[src/rtl/mdio_pkg.sv]
// mdio_pkg: shared state/source types, opcodes, the PHY init ROM and the Clause-22 frame builder.
package mdio_pkg;
  typedef enum logic [2:0] {WAIT_PHY, STARTUP, IDLE, SHIFT, DONE} state_t;
  typedef enum logic [1:0] {SRC_INIT, SRC_USER, SRC_POLL} src_t;
  localparam logic [1:0] OP_WR = 2'b01;
  localparam logic [1:0] OP_RD = 2'b10;
  localparam logic [1:0] INIT_LEN = 2'd2;
  localparam logic [4:0] BMSR_ADDR = 5'd1;
  localparam int BMSR_LINK_BIT = 2;
  function automatic logic [20:0] init_entry(input logic [1:0] idx);
    return idx == 2'd0 ? {5'd0, 16'h1140} : {5'd0, 16'h1340};
  endfunction
  // Reads carry TA=10 and zero data too; the shifter releases the line for those bits.
  function automatic logic [63:0] mk_frame(input logic [1:0] op, input logic [4:0] phyad,
                                           input logic [4:0] regad, input logic [15:0] data);
    return {32'hFFFF_FFFF, 2'b01, op, phyad, regad, 2'b10, data};
  endfunction
endpackage

[src/rtl/mdio_shifter.sv]
// mdio_shifter: MDC divider, 64-bit MDIO frame shifter, tristate control and read-data capture.
module mdio_shifter #(
  parameter int CLK_DIV = 50
) (
  input  logic        clk,
  input  logic        rst,
  input  logic        abort,
  input  logic        start,
  input  logic        is_read,
  input  logic [63:0] frame,
  input  logic        mdio_i,
  output logic        done,
  output logic        mdc,
  output logic        mdio_o,
  output logic        mdio_oe,
  output logic [15:0] rdata
);
  localparam int DW = CLK_DIV > 1 ? $clog2(CLK_DIV) : 1;
  logic [DW-1:0] div;
  logic [5:0] cnt;
  logic [62:0] sr;
  logic active, rd, tick;
  assign tick = active && div == DW'(CLK_DIV - 1);
  assign done = tick && mdc && cnt == 6'd63;
  always_ff @(posedge clk) begin
    if (rst || abort) begin
      div <= '0;
      cnt <= '0;
      active <= 1'b0;
      rd <= 1'b0;
      mdc <= 1'b0;
      mdio_o <= 1'b1;
      mdio_oe <= 1'b0;
      if (rst) rdata <= '0;
    end else if (start) begin
      sr <= frame[62:0];
      mdio_o <= frame[63];
      mdio_oe <= 1'b1;
      rd <= is_read;
      cnt <= '0;
      div <= '0;
      mdc <= 1'b0;
      active <= 1'b1;
    end else if (active) begin
      div <= tick ? '0 : div + DW'(1);
      if (tick) begin
        mdc <= !mdc;
        if (!mdc) begin
          if (rd && cnt >= 6'd48) rdata <= {rdata[14:0], mdio_i};
        end else if (cnt == 6'd63) begin
          active <= 1'b0;
          mdio_o <= 1'b1;
          mdio_oe <= 1'b1;
        end else begin
          // Next bit goes out on the falling MDC edge; reads release the line from TA onward.
          cnt <= cnt + 6'd1;
          sr <= {sr[61:0], 1'b0};
          mdio_o <= sr[62];
          mdio_oe <= !(rd && cnt >= 6'd45);
        end
      end
    end else begin
      mdio_o <= 1'b1;
      mdio_oe <= 1'b1;
    end
  end
endmodule

[src/rtl/mdio_phy_config.sv]
// mdio_phy_config: Clause-22 MDIO controller running PHY init, user accesses and periodic BMSR polling.
module mdio_phy_config
  import mdio_pkg::*;
#(
  parameter int         CLK_DIV        = 50,
  parameter logic [4:0] PHY_ADDR       = 5'd1,
  parameter int         STARTUP_CYCLES = 1_250_000,
  parameter int         POLL_CYCLES    = 12_500_000
) (
  input  logic        clk125MHz,
  input  logic        rst,
  input  logic        phy_ready,
  input  logic        req,
  input  logic        req_we,
  input  logic [4:0]  req_regad,
  input  logic [15:0] req_wdata,
  output logic        req_ack,
  output logic [15:0] rdata,
  output logic        rdata_valid,
  output logic        busy,
  output logic        init_done,
  output logic        link_up,
  output logic        eth_mdc,
  output logic        mdio_o,
  output logic        mdio_oe,
  input  logic        mdio_i
);
  state_t state;
  src_t src;
  logic [1:0] idx;
  logic [31:0] su_cnt, poll_cnt;
  logic poll_pending, rd_q, start, is_read, done, init_sel, user_sel;
  logic [63:0] frame;
  logic [20:0] rom;
  logic [15:0] sh_rdata;
  assign rom = init_entry(idx);
  assign init_sel = idx < INIT_LEN;
  assign user_sel = req && init_done;
  assign start = state == IDLE && phy_ready && (init_sel || user_sel || poll_pending);
  assign is_read = !init_sel && !(user_sel && req_we);
  assign frame = init_sel ? mk_frame(OP_WR, PHY_ADDR, rom[20:16], rom[15:0])
               : user_sel ? mk_frame(req_we ? OP_WR : OP_RD, PHY_ADDR, req_regad, req_we ? req_wdata : 16'h0)
               : mk_frame(OP_RD, PHY_ADDR, BMSR_ADDR, 16'h0);
  mdio_shifter #(.CLK_DIV(CLK_DIV)) u_shifter (
    .clk(clk125MHz),
    .rst(rst),
    .abort(!phy_ready),
    .start(start),
    .is_read(is_read),
    .frame(frame),
    .mdio_i(mdio_i),
    .done(done),
    .mdc(eth_mdc),
    .mdio_o(mdio_o),
    .mdio_oe(mdio_oe),
    .rdata(sh_rdata)
  );
  always_ff @(posedge clk125MHz) begin
    req_ack <= 1'b0;
    rdata_valid <= 1'b0;
    if (rst || !phy_ready) begin
      state <= WAIT_PHY;
      idx <= '0;
      init_done <= 1'b0;
      link_up <= 1'b0;
      poll_pending <= 1'b0;
      busy <= 1'b0;
      su_cnt <= '0;
      poll_cnt <= '0;
      if (rst) rdata <= '0;
    end else begin
      poll_cnt <= !init_done || poll_cnt == POLL_CYCLES - 1 ? '0 : poll_cnt + 32'd1;
      case (state)
        WAIT_PHY: begin
          su_cnt <= '0;
          state <= STARTUP;
        end
        STARTUP: begin
          su_cnt <= su_cnt + 32'd1;
          if (su_cnt == STARTUP_CYCLES - 1) state <= IDLE;
        end
        IDLE: if (start) begin
          state <= SHIFT;
          busy <= 1'b1;
          rd_q <= is_read;
          src <= init_sel ? SRC_INIT : user_sel ? SRC_USER : SRC_POLL;
        end
        SHIFT: if (done) state <= DONE;
        DONE: begin
          state <= IDLE;
          busy <= 1'b0;
          if (src == SRC_INIT) begin
            idx <= idx + 2'd1;
            if (idx + 2'd1 == INIT_LEN) init_done <= 1'b1;
          end else if (src == SRC_USER) begin
            req_ack <= 1'b1;
            rdata_valid <= rd_q;
            if (rd_q) rdata <= sh_rdata;
          end else begin
            poll_pending <= 1'b0;
            link_up <= sh_rdata[BMSR_LINK_BIT];
            rdata <= sh_rdata;
          end
        end
        default: state <= WAIT_PHY;
      endcase
      // A timer expiry coinciding with a poll's DONE must not be lost.
      if (init_done && poll_cnt == POLL_CYCLES - 1) poll_pending <= 1'b1;
    end
  end
endmodule

[config.mk]
export PLATFORM = sky130hd
export DESIGN_NAME = mdio_phy_config
export DESIGN_NICKNAME = d
export VERILOG_FILES = /design/src/rtl/mdio_pkg.sv /design/src/rtl/mdio_shifter.sv /design/src/rtl/mdio_phy_config.sv
export SDC_FILE = /design/constraint.sdc
export NUM_CORES = 1
export LEC_CHECK = 0
export BUFFER_PORTS_ARGS = -buffer_cell sky130_fd_sc_hd__buf_2
export CORE_UTILIZATION = 35
export DETAILED_ROUTE_END_ITERATION = 10
export SYNTH_ARGS = -nofsm -noshare
export SYNTH_HDL_FRONTEND = slang
export SYNTH_SLANG_ARGS = --single-unit
[constraint.sdc]
create_clock -name clk125MHz -period 7.7 [get_ports clk125MHz]
set_clock_uncertainty 0.1 [all_clocks]
set_input_delay 1.155 -clock clk125MHz [delete_from_list [all_inputs] [get_ports clk125MHz]]
set_output_delay 1.155 -clock clk125MHz [all_outputs]
set_load 0.02 [all_outputs]
Word level (Yosys, flattened, before mapping)
Cells that the tools add are included.
{"block": "word_totals", "input_bits": 27, "ff_bits": 190}
{"block": "classes", "n_addsub": 5, "order_cmp": 3, "n_eq_ne": 23, "n_reduce_logical": 51, "n_mux": 51, "n_bitwise": 5}
{"op": "two-way mux 63 bit", "count": 5}
{"op": "two-way mux 16 bit", "count": 13}
{"op": "adder 32 x 1 -> 32 bit (second input constant)", "count": 2}
{"op": "one-hot mux 32 bit (2 select lines)", "count": 1}
{"op": "two-way mux 30 bit", "count": 2}
{"op": "== test 32 x 21 -> 1 bit (second input constant)", "count": 1}
{"op": "== test 32 x 24 -> 1 bit (second input constant)", "count": 1}
{"op": "two-way mux 1 bit", "count": 21}
{"op": "nonzero test 2 bit", "count": 10}
{"op": "one-hot mux 3 bit (5 select lines)", "count": 1}
{"op": "AND reduction 3 bit", "count": 5}
{"op": "inequality test 2 bit (second input constant)", "count": 7}
{"op": "adder 6 x 1 -> 6 bit (second input constant)", "count": 2}
{"op": "== test 6 bit (second input constant)", "count": 2}
{"op": ">= comparator 6 bit (second input constant)", "count": 2}
{"op": "logical AND 1 bit", "count": 11}
{"op": "two-way mux 10 bit", "count": 1}
{"op": "two-way mux 3 bit", "count": 3}
{"op": "AND reduction 2 bit", "count": 4}
{"op": "AND reduction 4 bit", "count": 2}
{"op": "== test 3 x 2 -> 1 bit (second input constant)", "count": 2}
{"op": "logical NOT 1 bit", "count": 6}
{"op": "two-way mux 6 bit", "count": 1}
{"op": "inequality test 2 x 1 -> 1 bit (second input constant)", "count": 3}
{"op": "other kinds (19)", "count": 30}

Depth between registers and ports, before layout
Gate-level depths: netlist of the first run.
{"block": "logic_depth", "word_depth": 8, "ltp_mapped": 8}

Hierarchy
A second synthesis of the first run with hierarchy kept.
{"block": "unflattened", "hier_cells": 818, "hier_area_um2": 8926.1}
{"module": "mdio_phy_config", "area_each_um2": 4793.3, "instances": 1, "cells_each": 543}
{"module": "mdio_shifter", "area_each_um2": 4132.7, "instances": 1, "cells_each": 275}

Worst setup path after synthesis of the first run
No wires, ideal clock.
{"block": "synth_timing", "path_type": "input port to flip-flop", "startpoint": "input port req", "endpoint": "register u_shifter.sr[0] (enable)", "path_buffers": 2, "setup_slack_ns": 2.189, "t_arrival_ns": 4.906, "cell_stages": 5, "path_cell_list": "and2_1 o211ai_1 clkbuf_1 buf_1 a21oi_1"}
{"block": "synth_via", "elab_chain_cells": 6}
{"item": "from (decl)", "line_no": "mdio_phy_config.sv:13", "rtl": "input logic req,"}
{"item": "logical AND 1 bit *", "line_no": "mdio_phy_config.sv:38", "rtl": "assign user_sel = req && init_done;"}
{"item": "logical OR 1 bit * (2 in a row)", "line_no": "mdio_phy_config.sv:39", "rtl": "assign start = state == IDLE && phy_ready && (init_sel || user_sel || poll_pending);"}
{"item": "logical AND 1 bit *", "line_no": "mdio_phy_config.sv:39"}
{"item": "inequality test 2 bit (no source line) or nonzero test 2 bit (tied branches)"}
{"item": "AND reduction 5 bit (no source line) *"}
{"item": "to (signal assigned)", "line_no": "mdio_shifter.sv:36", "rtl": "sr <= frame[62:0];"}
{"item": "to (signal assigned)", "line_no": "mdio_shifter.sv:57", "rtl": "sr <= {sr[61:0], 1'b0};"}
{"item": "to (decl)", "line_no": "mdio_shifter.sv:21", "rtl": "logic [62:0] sr;"}
Mark *: on every way between the ends. The rest lies on a longest branch, timed or not.
A chain may end at the register's enable or synchronous reset.

Worst setup path in the final report of the first run
{"block": "layout_timing", "startpoint": "input port phy_ready", "endpoint": "register poll_cnt[12]"}
{"block": "layout_via", "elab_chain_cells": 3}
{"item": "from (decl)", "line_no": "mdio_phy_config.sv:12", "rtl": "input logic phy_ready,"}
{"item": "logical NOT 1 bit", "line_no": "mdio_phy_config.sv:61", "rtl": "if (rst || !phy_ready) begin"}
{"item": "logical OR 1 bit", "line_no": "mdio_phy_config.sv:61"}
{"item": "OR reduction 2 bit (no source line)"}
{"item": "to (signal assigned)", "line_no": "mdio_phy_config.sv:72", "rtl": "poll_cnt <= !init_done || poll_cnt == POLL_CYCLES - 1 ? '0 : poll_cnt + 32'd1;"}
{"item": "to (decl)", "line_no": "mdio_phy_config.sv:31", "rtl": "logic [31:0] su_cnt, poll_cnt;"}
No other way between the ends.

==> results of run 1 <==
-- power groups by stage --
stage / Sequential, uW / Clock [uW] / Combinational, uW
after global routing: 1070 / 874 / 55.2
final: 1070 / 799 / 49.9
after detailed placement: 1100 / 0 / 50.8
after floorplan: 1100 / 0 / 24.6
after global placement: 1090 / 0 / 51.3
after CTS: 1070 / 829 / 51.0
-- how the worst max path moves through the flow --
stage          startpoint                            end  slack, ns  depth (start not counted)
2_1_floorplan         req  u_shifter.sr[0]$_SDFFCE_PN0P_       2.19                          5
3_3_place_gp    phy_ready        poll_cnt[19]$_SDFF_PP0_       4.24                          5
3_5_place_dp    phy_ready        poll_cnt[13]$_SDFF_PP0_       4.22                          5
4_1_cts         phy_ready        poll_cnt[13]$_SDFF_PP0_       4.68                          5
5_1_grt         phy_ready        poll_cnt[13]$_SDFF_PP0_       4.54                          5
6_report        phy_ready        poll_cnt[12]$_SDFF_PP0_       4.75                          5
-- synth_stat cells, drive strengths merged, types with 3 or more instances --
library cell and n:
dfxtp 92, or2 4, o31ai 4, nand2 87, xnor2 19, a21oi 26
nor2 83, mux2i 5, nor3b 3, o21ai 29, and3 9, and2 30
nand3 35, o41ai 11, or4 5, or3b 3, nor4 15, a22oi 3
a31oi 8, a211oi 4, inv 12, nor4b 3, and4 8, mux2 4
nand4 26, nor3 14, or3 3, nand2b 39, xor2 19, clkbuf 25
nand4b 5, ha 8, buf 10, o211ai 17, edfxtp 98
-- cell families (layout without fill, tap and decap cells) --
logic type | after synthesis | count (layout) | share of synthesized area (%)
AND/OR/NAND/NOR | 379 | 379 | 23.9
flip-flops | 190 | 190 | 58.0
AO/OA/AOI/OAI | 114 | 114 | 9.39
buffers and inverters | 48 | 100 | 2.32
XOR/XNOR | 38 | 38 | 4.03
multiplexers | 9 | 9 | 1.15
adder cells (fa/ha/maj) | 8 | 8 | 1.21
-- worst register-to-register path: stages, from the launching register on --
cell and delay, ns:
dfxtp_1 0.38, or3b_4 0.47, nor4_4 0.36, nand4_1 0.57, or3_1 0.54, o31ai_1 0.18
-- final cells by class --
class                      count  share of cell area [%]
timing repair buffer          55                    3.08
multi-input combinational    548                    35.3
inverter                      13                   0.522
sequential                   190                    51.2
clock inverter                 9                   0.630
clock buffer                  23                    5.06
tap                          313                    4.19
-- sequential cells by signal (all words and copies together) (netlist names) --
name / count
su_cnt: 32
u_shifter.mdio_oe: 1
init_done: 1
u_shifter.sr: 63
u_shifter.active: 1
rdata_valid: 1
src: 2
u_shifter.cnt: 6
rd_q: 1
busy: 1
idx: 2
poll_cnt: 32
poll_pending: 1
link_up: 1
req_ack: 1
u_shifter.rdata: 16
u_shifter.mdc: 1
u_shifter.mdio_o: 1
u_shifter.div: 6
rdata: 16
state: 3
u_shifter.rd: 1
-- metrics by stage --
stage | hold WS (ns) | total power (uW)
5_1_grt | 0.379 | 2000
6_report | 0.360 | 1920
3_5_place_dp | 0.356 | 1150
3_3_place_gp | 0.349 | 1150
2_1_floorplan | 0.327 | 1120
4_1_cts | 0.366 | 1950
-- layout by cell type, fill, tap and decap left out, types with 3 or more instances in the layout --
master and count:
nor2_1 83, nand2_1 87, a31oi_1 8, nor4b_1 3, o41ai_2 6, o211ai_1 17
o31ai_1 4, clkinv_2 4, ha_1 8, nor4_1 14, and2_1 30, clkbuf_1 4
clkbuf_16 18, nand3_1 35, a22oi_1 3, mux2i_1 5, nand4_1 26, nand2b_1 38
or3_1 3, o41ai_1 5, mux2_2 4, nand4b_1 5, nor3b_1 3, a21oi_1 25
and4_1 8, a211oi_1 4, buf_2 50, dfxtp_1 92, o21ai_0 29, xnor2_1 19
edfxtp_1 98, or2_2 4, buf_4 5, xor2_1 19, and3_1 9, nor3_1 14
inv_1 12, or4_1 5
-- routing by layer --
layer / track usage, % / up-vias
li1: - / 2933
met1: 19.0 / 2719
met2: 21.2 / 103
met3: 3.50 / 8
met4: 3.78 / 0
met5: 0 / -
==> summary.txt, run 1 <==
Floorplan
  – Die area: 24200 um2
  – Starting Density: 36.1%
  – Rows: 55
  – Core area: 22800 um2
  – Die width: 156 um
  – Ports: 51
  – Die H: 156 um

Routing
  – WL met2: 7330 um
  – Met3 WL: 581 um
  – # DRC: 0
  – Wl on met1: 7700 um
  – Top layer in use: met4
  – Drt total wl: 15700 um
  – First DRT Iteration DRCs: 492
  – Via density: 5.01
  – Vias: 5763
  – Detail Route Antenna Nets: 0
  – Routed length per placed instance: 13.7 um
  – DR pass1 iterations: 5

Placed design
  – Pre-CTS WS: 4.22 ns
  – Gpl congestion: 0.805
  – Final HPWL DP: 10500 um
  – Cell Area, Placed: 8810 um2
  – PortBufs: 50
  – Placed cell count: 1119

Cells and area
  – Multi-input logic area: 3300 um2
  – Post-Layout Cell Count: 1151
  – Post-route core utilization: 40.9%
  – Final instance area: 9340 um2
  – Nets: 860
  – Syn-to-layout area delta: 13.2%
  – Register area: 4780 um2
  – Share of post-route cells with drive strength above 1: 12.8%
  – Fillers: 2273
  – ANT cells: 0

Pwr
  – Pwr Density: 206 nW/um2
  – Sequential Power Share: 55.8%
  – Logic pwr share: 2.6%
  – Switching power: 399 uW
  – Sw Ratio: 20.8%
  – Pint: 1520 uW
  – Worst VDD drop: 0.151 mV
  – Leakage power: 0.00310 uW
  – Clk pwr share: 41.6%

Logic synthesis
  – Post-synth top area share: 35.7%
  – Cell count after synthesis: 786
  – Yosys warnings: 0
  – Top_reg_cell synth: edfxtp_1
  – Synthesized cell area: 8250 um2
  – Register area share after synthesis: 58.0%
  – Post-Syn Nets: 821
  – Synth area leaders: edfxtp_1, dfxtp_1, nand2_1, nor2_1, nand2b_1
  – #FFs+latches synth: 190
  – Count of cell types in the netlist: 54
  – Synth area leader: edfxtp_1
  – Number of synthesized flops with an enable pin: 98
  – Async SR Flop Fraction: 0%
  – Mapped Avg Cell Area: 10.5 um2

Global route
  – Vias in the first global route: 5210
  – Maximum number of pins on one net before global-route repair: 64
  – Initial antenna violation count: 0
  – GRT Util Overall: 13.7%
  – Total gr overflow: 0
  – First-pass GRT wire length: 26400 um

Critical path
  – CP top delay family: simple AND/OR/NAND/NOR gates
  – FF-to-FF Start: state[1]$_SDFFE_PN0P_
  – Worst setup SP type: primary input
  – Crit. End Element: flop
  – RR Endpoint: su_cnt[31]$_SDFFE_PN0P_
  – Max Fanout on Critical Path: 24
  – WP data arrival: 3.20 ns
  – Worst R2R Path Depth: 5
  – Critical Setup Path Class: in2reg
  – Setup slack, reg-to-reg: 5.03 ns
  – Worst path buffer plus inverter count: 1
  – CP max stage cell: nor2b_2
  – Max incr delay on CP: 0.70 ns
  – Critical Path RT: 7.95 ns
  – Critical path, cell by cell: buf_2, nor2b_2, nand2_1, o21bai_2, nor2_1

Clocking
  – CTS root buf: clkbuf_16
  – CTS sink count: 190
  – Clk_lat worst skew: 0.42 ns
  – Total CTS buffers: 17
  – H-tree depth: 4
  – Post-CTS Setup Inserts: 0
  – Max clock buf depth: 2
  – Reg clk slew, reported paths: 0.07 ns
  – CTS tree: done
  – CTS resizes: 0
  – Hold_buf cts: 0

Hold path
  – Hold Startpoint: link_up$_SDFFE_PN0P_
  – HP Class: reg2reg
  – Hold Path Sink: link_up$_SDFFE_PN0P_
  – Hold path cells: 2

STA
  – Final worst slack: 4.75 ns
  – Final TNS setup: 0 ns
  – RSZ-0062 raised after global routing: false
  – Slew margin rel.: 36.5%
  – Setup-failing EPs final: 0
  – Fin. Hold Viols: 0
  – Final slew viol count: 0
  – Final Critical Period: 2.95 ns
  – Crit share post-route: 38.3%
  – Fmax: 339 MHz
  – Worst slew pin tran: 0.949 ns

Job
  – Max-Cap Viols: 0

Outcome
  – Status: finished clean
Note: power is estimated with default switching activity, not from simulation.
==> inputs of run 2 (changes only) <==
--- a/config.mk
+++ b/config.mk
@@ -5,6 +5,7 @@
 export SDC_FILE = /design/constraint.sdc
 export NUM_CORES = 1
 export LEC_CHECK = 0
+export ABC_AREA = 1
 export BUFFER_PORTS_ARGS = -buffer_cell sky130_fd_sc_hd__buf_2
 export CORE_UTILIZATION = 35
 export DETAILED_ROUTE_END_ITERATION = 10
==> constraint.sdc (replaced) <==
create_clock -name clk125MHz -period 2.56 [get_ports clk125MHz]
set_clock_uncertainty 0.1 [all_clocks]
set_input_delay 0.384 -clock clk125MHz [delete_from_list [all_inputs] [get_ports clk125MHz]]
set_output_delay 0.384 -clock clk125MHz [all_outputs]
set_load 0.02 [all_outputs]
==> run 2 against run 1 <==
Die area increased by 9.5%. Final cell count increased by 30%. Core utilization about the same. Total power increased to 3.2 times the previous value. Area after synthesis increased by 9.6%. Worst setup slack got worse by 4.4 ns. Combinational power increased to 4.1 times the previous value. Highest routed layer unchanged.
==> summary.txt, run 2 <==
Outcome
  – Status: finished clean

Hold path
  – HP Class: in2reg
  – Hold path cells: 3 (+1)
  – Hold Path Sink: u_shifter.sr[1]$_DFFE_PP_
  – Hold Startpoint: req_wdata[1]

Logic synthesis
  – Post-Syn Nets: 1127 (+37%)
  – Synth area leaders: edfxtp_1, dfxtp_1, nand2_1, nor2_1, inv_1
  – Synth area leader: edfxtp_1
  – Most numerous cell in the Yosys netlist: nand2_1
  – Async SR Flop Fraction: 0% (unchanged)
  – Mapped Avg Cell Area: 8.28 um2 (-21%)
  – Count of cell types in the netlist: 38 (-30%)
  – Yosys warnings: 0 (unchanged)
  – Synthesized cell area: 9050 um2 (+9.6%)
  – Top_reg_cell synth: edfxtp_1
  – Post-synth top area share: 32.5% (-3.1 points)
  – Number of synthesized flops with an enable pin: 98 (unchanged)
  – #FFs+latches synth: 190 (unchanged)
  – Register area share after synthesis: 52.9% (-5.1 points)
  – Cell count after synthesis: 1092 (+39%)
  – Post-synth top cells: nand2_1, nor2_1, inv_1

Clocking
  – CTS resizes: 0 (unchanged)
  – Post-CTS Setup Inserts: 0 (unchanged)
  – Reg clk slew, reported paths: 0.09 ns (+0.02 ns)
  – CTS root buf: clkbuf_16
  – Max clock buf depth: 2 (unchanged)
  – Total CTS buffers: 17 (unchanged)
  – H-tree depth: 4 (unchanged)
  – CTS tree: done
  – Hold_buf cts: 0 (unchanged)
  – Clk_lat worst skew: 0.44 ns (+0.02 ns)
  – CTS sink count: 190 (unchanged)

Cells and area
  – Most frequent cells in the layout: nand2_1, nor2_1, inv_1
  – Syn-to-layout area delta: 14.2%
  – ANT cells: 0 (unchanged)
  – Fillers: 2566 (+13%)
  – Max reg flops: 63 (unchanged)
  – Most flops, register: u_shifter.sr
  – Commonest non-fill, non-tap cell in the layout: nand2_1
  – Final instance area: 10300 um2 (+11%)
  – Nets: 1183 (+38%)
  – Largest regs: u_shifter.sr x63, poll_cnt x32, su_cnt x32
  – Share of post-route cells with drive strength above 1: 17.0% (+4.2 points)

Pwr
  – Pwr Density: 602 nW/um2 (+190%)
  – Sequential Power Share: 52.0% (-3.8 points)
  – Power Total: 6220 uW (+220%)
  – Clk pwr share: 44.7% (+3.1 points)
  – Logic pwr share: 3.3% (+0.7 points)
  – Sw Ratio: 25.2% (+4.4 points)
  – Pint: 4650 uW (+210%)
  – Switching power: 1570 uW (+290%)
  – Worst VDD drop: 0.341 mV (+130%)
  – Leakage power: 0.00401 uW (+29%)

Critical path
  – CP top delay family: buffers and inverters
  – Worst path buffer plus inverter count: 4 (+3)
  – Critical path, cell by cell: ha_2, inv_1, nor2_1, nand2_1, inv_1, nor2_4, inv_2, a21oi_4, buf_12
  – WP data arrival: 2.17 ns (-1.03 ns)
  – Worst setup SP type: flop
  – Max Fanout on Critical Path: 63 (+160%)
  – CP most frequent cell: inv_1
  – Critical Path RT: 2.57 ns (-5.38 ns)
  – CP max stage cell: dfxtp_1
  – Max incr delay on CP: 0.37 ns (-0.33 ns)
  – Critical Setup Path Class: reg2reg
  – Crit. End Element: flop
  – RR Endpoint: u_shifter.sr[19]$_DFFE_PP_
  – FF-to-FF Start: u_shifter.cnt[0]$_SDFFE_PP0P_
  – Worst R2R Path Depth: 9 (+4)
  – Setup slack, reg-to-reg: 0.40 ns (-4.63 ns)

Routing
  – Detail Route Antenna Nets: 0 (unchanged)
  – Via density: 4.60 (-8.1%)
  – Vias: 6863 (+19%)
  – Routed length per placed instance: 12.2 um (-11%)
  – # DRC: 0 (unchanged)
  – DR pass1 iterations: 5 (unchanged)
  – Drt total wl: 18200 um (+16%)
  – First DRT Iteration DRCs: 468 (-4.9%)

Floorplan
  – Core area: 25300 um2 (+11%)
  – Starting Density: 35.8% (-0.30 points)
  – Ports: 51 (unchanged)
  – Rows: 58 (+5.5%)
  – Die width: 163 um (+4.6%)
  – Die H: 163 um (+4.6%)
  – Die area: 26500 um2 (+9.5%)

Placed design
  – Pre-CTS WS: 0.433 ns (-3.79 ns)
  – Final HPWL DP: 13100 um (+25%)
  – Gpl congestion: 0.885 (+10%)
  – PortBufs: 50 (unchanged)
  – Cell Area, Placed: 9700 um2 (+10%)

STA
  – RSZ-0062 raised after global routing: false
  – Setup-failing EPs final: 0 (unchanged)
  – Worst slew pin tran: 0.554 ns (-0.396 ns)
  – Slew margin rel.: 63.1% (+27 points)
  – Fin Hold WS: 0.132 ns (-0.229 ns)
  – Final TNS setup: 0 ns (unchanged)
  – Final Critical Period: 2.16 ns
  – Crit share post-route: 84.3%
  – Final slew viol count: 0 (unchanged)
  – Fin. Hold Viols: 0 (unchanged)
  – Final worst slack: 0.401 ns (-4.35 ns)
  – Fmax: 463 MHz

Global route
  – First-pass GRT wire length: 31200 um (+18%)
  – Total gr overflow: 0 (unchanged)
  – Vias in the first global route: 6514 (+25%)
  – GRT Util Overall: 14.8% (+1.0 points)
  – Initial antenna violation count: 0 (unchanged)
  – Maximum number of pins on one net before global-route repair: 64 (unchanged)

Job
  – Max-Cap Viols: 0 (unchanged)
## run 2: cell count changes in the layout (fill, tap and decap cells not counted), moves of 25 or more
cell,change
inv_1,+120
nand2_1,+201
nand3_1,+25
nand2b_1,-38
and2_1,-29
or2_2,+33
nor2_1,+57
## run 2: metal layers
layer	part of all wire, %	global-route usage, %	vias to the layer above
li1	-	-	3598
met1	52	20.6	3127
met2	44	23.0	121
met3	3.6	2.75	17
met4	1.2	4.84	0
met5	0	0	-
## run 2: how the worst max path moves through the flow
| stage | end | depth (start not counted) | slack [ns] | start |
|---|---|---|---|---|
| after floorplan | u_shifter.sr[0]$_SDFFCE_PN0P_ | 8 | -0.11 | u_shifter.div[1]$_SDFFE_PP0P_ |
| after global placement | u_shifter.sr[48]$_SDFFCE_PP1P_ | 9 | 0.46 | u_shifter.div[1]$_SDFFE_PP0P_ |
| after detailed placement | u_shifter.sr[3]$_DFFE_PP_ | 9 | 0.43 | u_shifter.cnt[0]$_SDFFE_PP0P_ |
| after CTS | u_shifter.sr[36]$_SDFFCE_PP1P_ | 9 | 0.41 | u_shifter.cnt[0]$_SDFFE_PP0P_ |
| after global routing | u_shifter.sr[8]$_DFFE_PP_ | 9 | 0.27 | u_shifter.cnt[0]$_SDFFE_PP0P_ |
| final | u_shifter.sr[19]$_DFFE_PP_ | 9 | 0.40 | u_shifter.cnt[0]$_SDFFE_PP0P_ |
## run 2: final cells by class
class / count / area [um2] / share of cell area, %
multi-input cells: 733 / 3610 / 34.9
clock inverters: 15 / 204 / 1.97
flip-flops and latches: 190 / 4790 / 46.4
clock buffers: 17 / 425 / 4.12
repair buffers: 61 / 345 / 3.34
well taps: 330 / 413 / 4.00
inverters: 145 / 544 / 5.27
## run 2: tightest hold or removal path, delay by kind of cell
family	cells	cell delay (ns)
AND/OR/NAND/NOR	2	0.11
buffers and inverters	1	0.07
## run 2: cells by family after synthesis
| kind of cell | after synthesis | share of synthesized area (%) |
|---|---|---|
| xor gates and xnor gates | 21 | 2.03 |
| adders and majority gates | 8 | 1.11 |
| AOI/OAI and AO/OA | 85 | 5.13 |
| DFF | 190 | 52.9 |
| and+or+nand+nor | 619 | 31.2 |
| buffers and inverters | 169 | 7.68 |
## run 2: stage by stage
step | util [%] | std cells
2_1_floorplan | - | 1092
3_3_place_gp | 38.4 | 1459
3_5_place_dp | 38.4 | 1459
4_1_cts | 40.9 | 1491
5_1_grt | 40.9 | 1491
6_report | 40.9 | 1491
## run 2: power by group through the flow
stage                     logic (uW)  clock network (uW)  registers, uW
after global routing             228                2980           3240
final                            204                2780           3240
after detailed placement         207                   0           3310
after global placement           205                   0           3300
after floorplan                  106                   0           3330
after CTS                        208                2860           3240
==> inputs of run 3 (changes only) <==
==> constraint.sdc (replaced) <==
create_clock -name clk125MHz -period 1.9 [get_ports clk125MHz]
set_clock_uncertainty 0.1 [all_clocks]
set_input_delay 0.285 -clock clk125MHz [delete_from_list [all_inputs] [get_ports clk125MHz]]
set_output_delay 0.285 -clock clk125MHz [all_outputs]
set_load 0.02 [all_outputs]
==> run 3 against run 2 <==
Worst hold slack got worse by 0.094 ns. Register-to-register slack got worse by 0.33 ns. Via count rose by 0.57%. Non-clock buffer count rose by 25. Final cell count rose by 1.7%. Critical path depth rose by 1. Sequential power rose by 35%. Critical path type unchanged. Largest cell class unchanged.
==> summary.txt, run 3 (synthesis results as in run 2) <==
Cells and area
  – Post-Layout Cell Count: 1516 (+1.7%)
  – Post-route core utilization: 42.0% (+1.1 points)
  – Nets: 1208 (+2.1%)
  – Most flops, register: u_shifter.sr
  – Largest regs: u_shifter.sr x63, poll_cnt x32, su_cnt x32
  – Most frequent cells in the layout: nand2_1, nor2_1, inv_1
  – Commonest non-fill, non-tap cell in the layout: nand2_1
  – Share of post-route cells with drive strength above 1: 18.7% (+1.8 points)
  – Syn-to-layout area delta: 17.3%
  – Max reg flops: 63 (unchanged)
  – ANT cells: 0 (unchanged)
  – Fillers: 2560 (-0.23%)
  – Final instance area: 10600 um2 (+2.7%)

Floorplan
  – Rows: 58 (unchanged)
  – Starting Density: 35.8% (unchanged)
  – Ports: 51 (unchanged)
  – Die width: 163 um (unchanged)
  – Die area: 26500 um2 (unchanged)
  – Core area: 25300 um2 (unchanged)
  – Die H: 163 um (unchanged)

Pwr
  – Sw Ratio: 25.3% (+0.14 points)
  – Clk pwr share: 45.0% (+0.3 points)
  – Worst VDD drop: 0.588 mV (+72%)
  – Logic pwr share: 3.5% (+0.2 points)
  – Pwr Density: 797 nW/um2 (+32%)
  – Leakage power: 0.00417 uW (+4.0%)
  – Sequential Power Share: 51.5% (-0.5 points)
  – Switching power: 2140 uW (+37%)
  – Pint: 6320 uW (+36%)

Routing
  – WL met2: 8060 um (+1.2%)
  – DR pass1 iterations: 5 (unchanged)
  – Via density: 4.55 (-1.1%)
  – Met3 WL: 678 um (+2.4%)
  – Wl on met1: 9320 um (-0.71%)
  – Vias: 6902 (+0.57%)
  – Top layer in use: met4
  – Routed length per placed instance: 12.2 um (-0.40%)
  – Drt total wl: 18500 um (+1.3%)
  – Detail Route Antenna Nets: 0 (unchanged)
  – First DRT Iteration DRCs: 437 (-6.6%)
  – # DRC: 0 (unchanged)

Clocking
  – Clk_lat worst skew: 0.44 ns (about the same)
  – Reg clk slew, reported paths: 0.08 ns (about the same)
  – CTS sink count: 190 (unchanged)
  – CTS root buf: clkbuf_16
  – Total CTS buffers: 17 (unchanged)
  – Hold_buf cts: 0 (unchanged)
  – H-tree depth: 4 (unchanged)
  – CTS tree: done
  – Max clock buf depth: 2 (unchanged)

Critical path
  – Crit. End Element: flop
  – Worst setup SP type: flop
  – WP data arrival: 1.88 ns (-0.29 ns)
  – Max Fanout on Critical Path: 21 (-67%)
  – Critical Path RT: 1.95 ns (-0.62 ns)
  – Critical Setup Path Class: reg2reg

STA
  – Fin Hold WS: 0.0377 ns (-0.0941 ns)
  – Fin. Hold Viols: 0 (unchanged)
  – Final Critical Period: 1.83 ns (-0.331 ns)
  – Final slew viol count: 0 (unchanged)
  – Slew margin rel.: 62.0% (-1.1 points)
  – Fmax: 547 MHz (+18%)
  – Worst slew pin tran: 0.569 ns (+0.0158 ns)
  – Crit share post-route: 96.2% (+12 points)
  – Setup-failing EPs final: 0 (unchanged)
  – Final TNS setup: 0 ns (unchanged)

Job
  – Max-Cap Viols: 0 (unchanged)

Global route
  – Initial antenna violation count: 0 (unchanged)
  – Vias in the first global route: 6545 (+0.48%)
  – First-pass GRT wire length: 31100 um (-0.13%)
  – GRT Util Overall: 14.7% (-0.080 points)
  – Total gr overflow: 0 (unchanged)
  – Maximum number of pins on one net before global-route repair: 43 (-33%)

Hold path
  – HP Class: in2reg

Placed design
  – Placed cell count: 1481 (+1.5%)
  – Final HPWL DP: 13300 um (+1.8%)
  – PortBufs: 50 (unchanged)
  – Cell Area, Placed: 9900 um2 (+2.1%)
  – Gpl congestion: 0.877 (-0.90%)

Outcome
  – Status: finished clean
-- run 3: timing repair --
action	in CTS	in global routing
buffers inserted	0	1
resized for setup	0	1
setup endpoints to repair	0	55
hold endpoints to repair	0	0
-- run 3: routing by layer --
metal  vias to the layer above  track usage [%]
met5                         -                0
met4                         0             5.48
met3                        34             3.06
met2                       122             22.6
met1                      3090             20.2
li1                       3656                -
-- run 3: layout make-up --
cell class / instances / area, um2 / area share, %
timing repair buffer: 86 / 608 / 5.73
clock inverter: 15 / 223 / 2.10
multi-input combinational: 733 / 3610 / 34.0
clock buffer: 17 / 425 / 4.01
inverter: 145 / 544 / 5.13
sequential: 190 / 4790 / 45.1
tap: 330 / 413 / 3.89
-- run 3: through the flow --
step	power [uW]	worst slack, ns
6_report	8460	0.0717
5_1_grt	8770	-0.00508
4_1_cts	8560	0.0113
3_5_place_dp	4750	0.0411
3_3_place_gp	4750	0.0524
2_1_floorplan	4630	-0.771
-- run 3: path summary, 6_finish.rpt --
kind,start,end,slack (ns),cells past startpoint
max,u_shifter.div[1]$_SDFFE_PP0P_,u_shifter.sr[10]$_DFFE_PP_,0.07,10
min,req_wdata[3],u_shifter.sr[3]$_DFFE_PP_,0.04,3
max reg2reg,u_shifter.div[1]$_SDFFE_PP0P_,u_shifter.sr[10]$_DFFE_PP_,0.07,10
min reg2reg,u_shifter.sr[62]$_SDFFCE_PP1P_,u_shifter.mdio_o$_SDFFE_PN1P_,0.38,2
-- run 3: power by group through the flow --
stage	Sequential [uW]	Combinational [uW]	Clock, uW
after floorplan	4480	144	0
after global placement	4450	300	0
after detailed placement	4450	302	0
after CTS	4360	304	3900
after global routing	4360	332	4070
final	4360	299	3800
-- run 3: worst max-delay path: stages (launching register included) --
cell	delay, ns
dfxtp_2	0.34
inv_2	0.07
ha_4	0.12
nand2_2	0.06
nor2_4	0.14
nand3_4	0.09
nor2_4	0.12
inv_2	0.06
a21oi_4	0.13
buf_12	0.14
buf_12	0.17
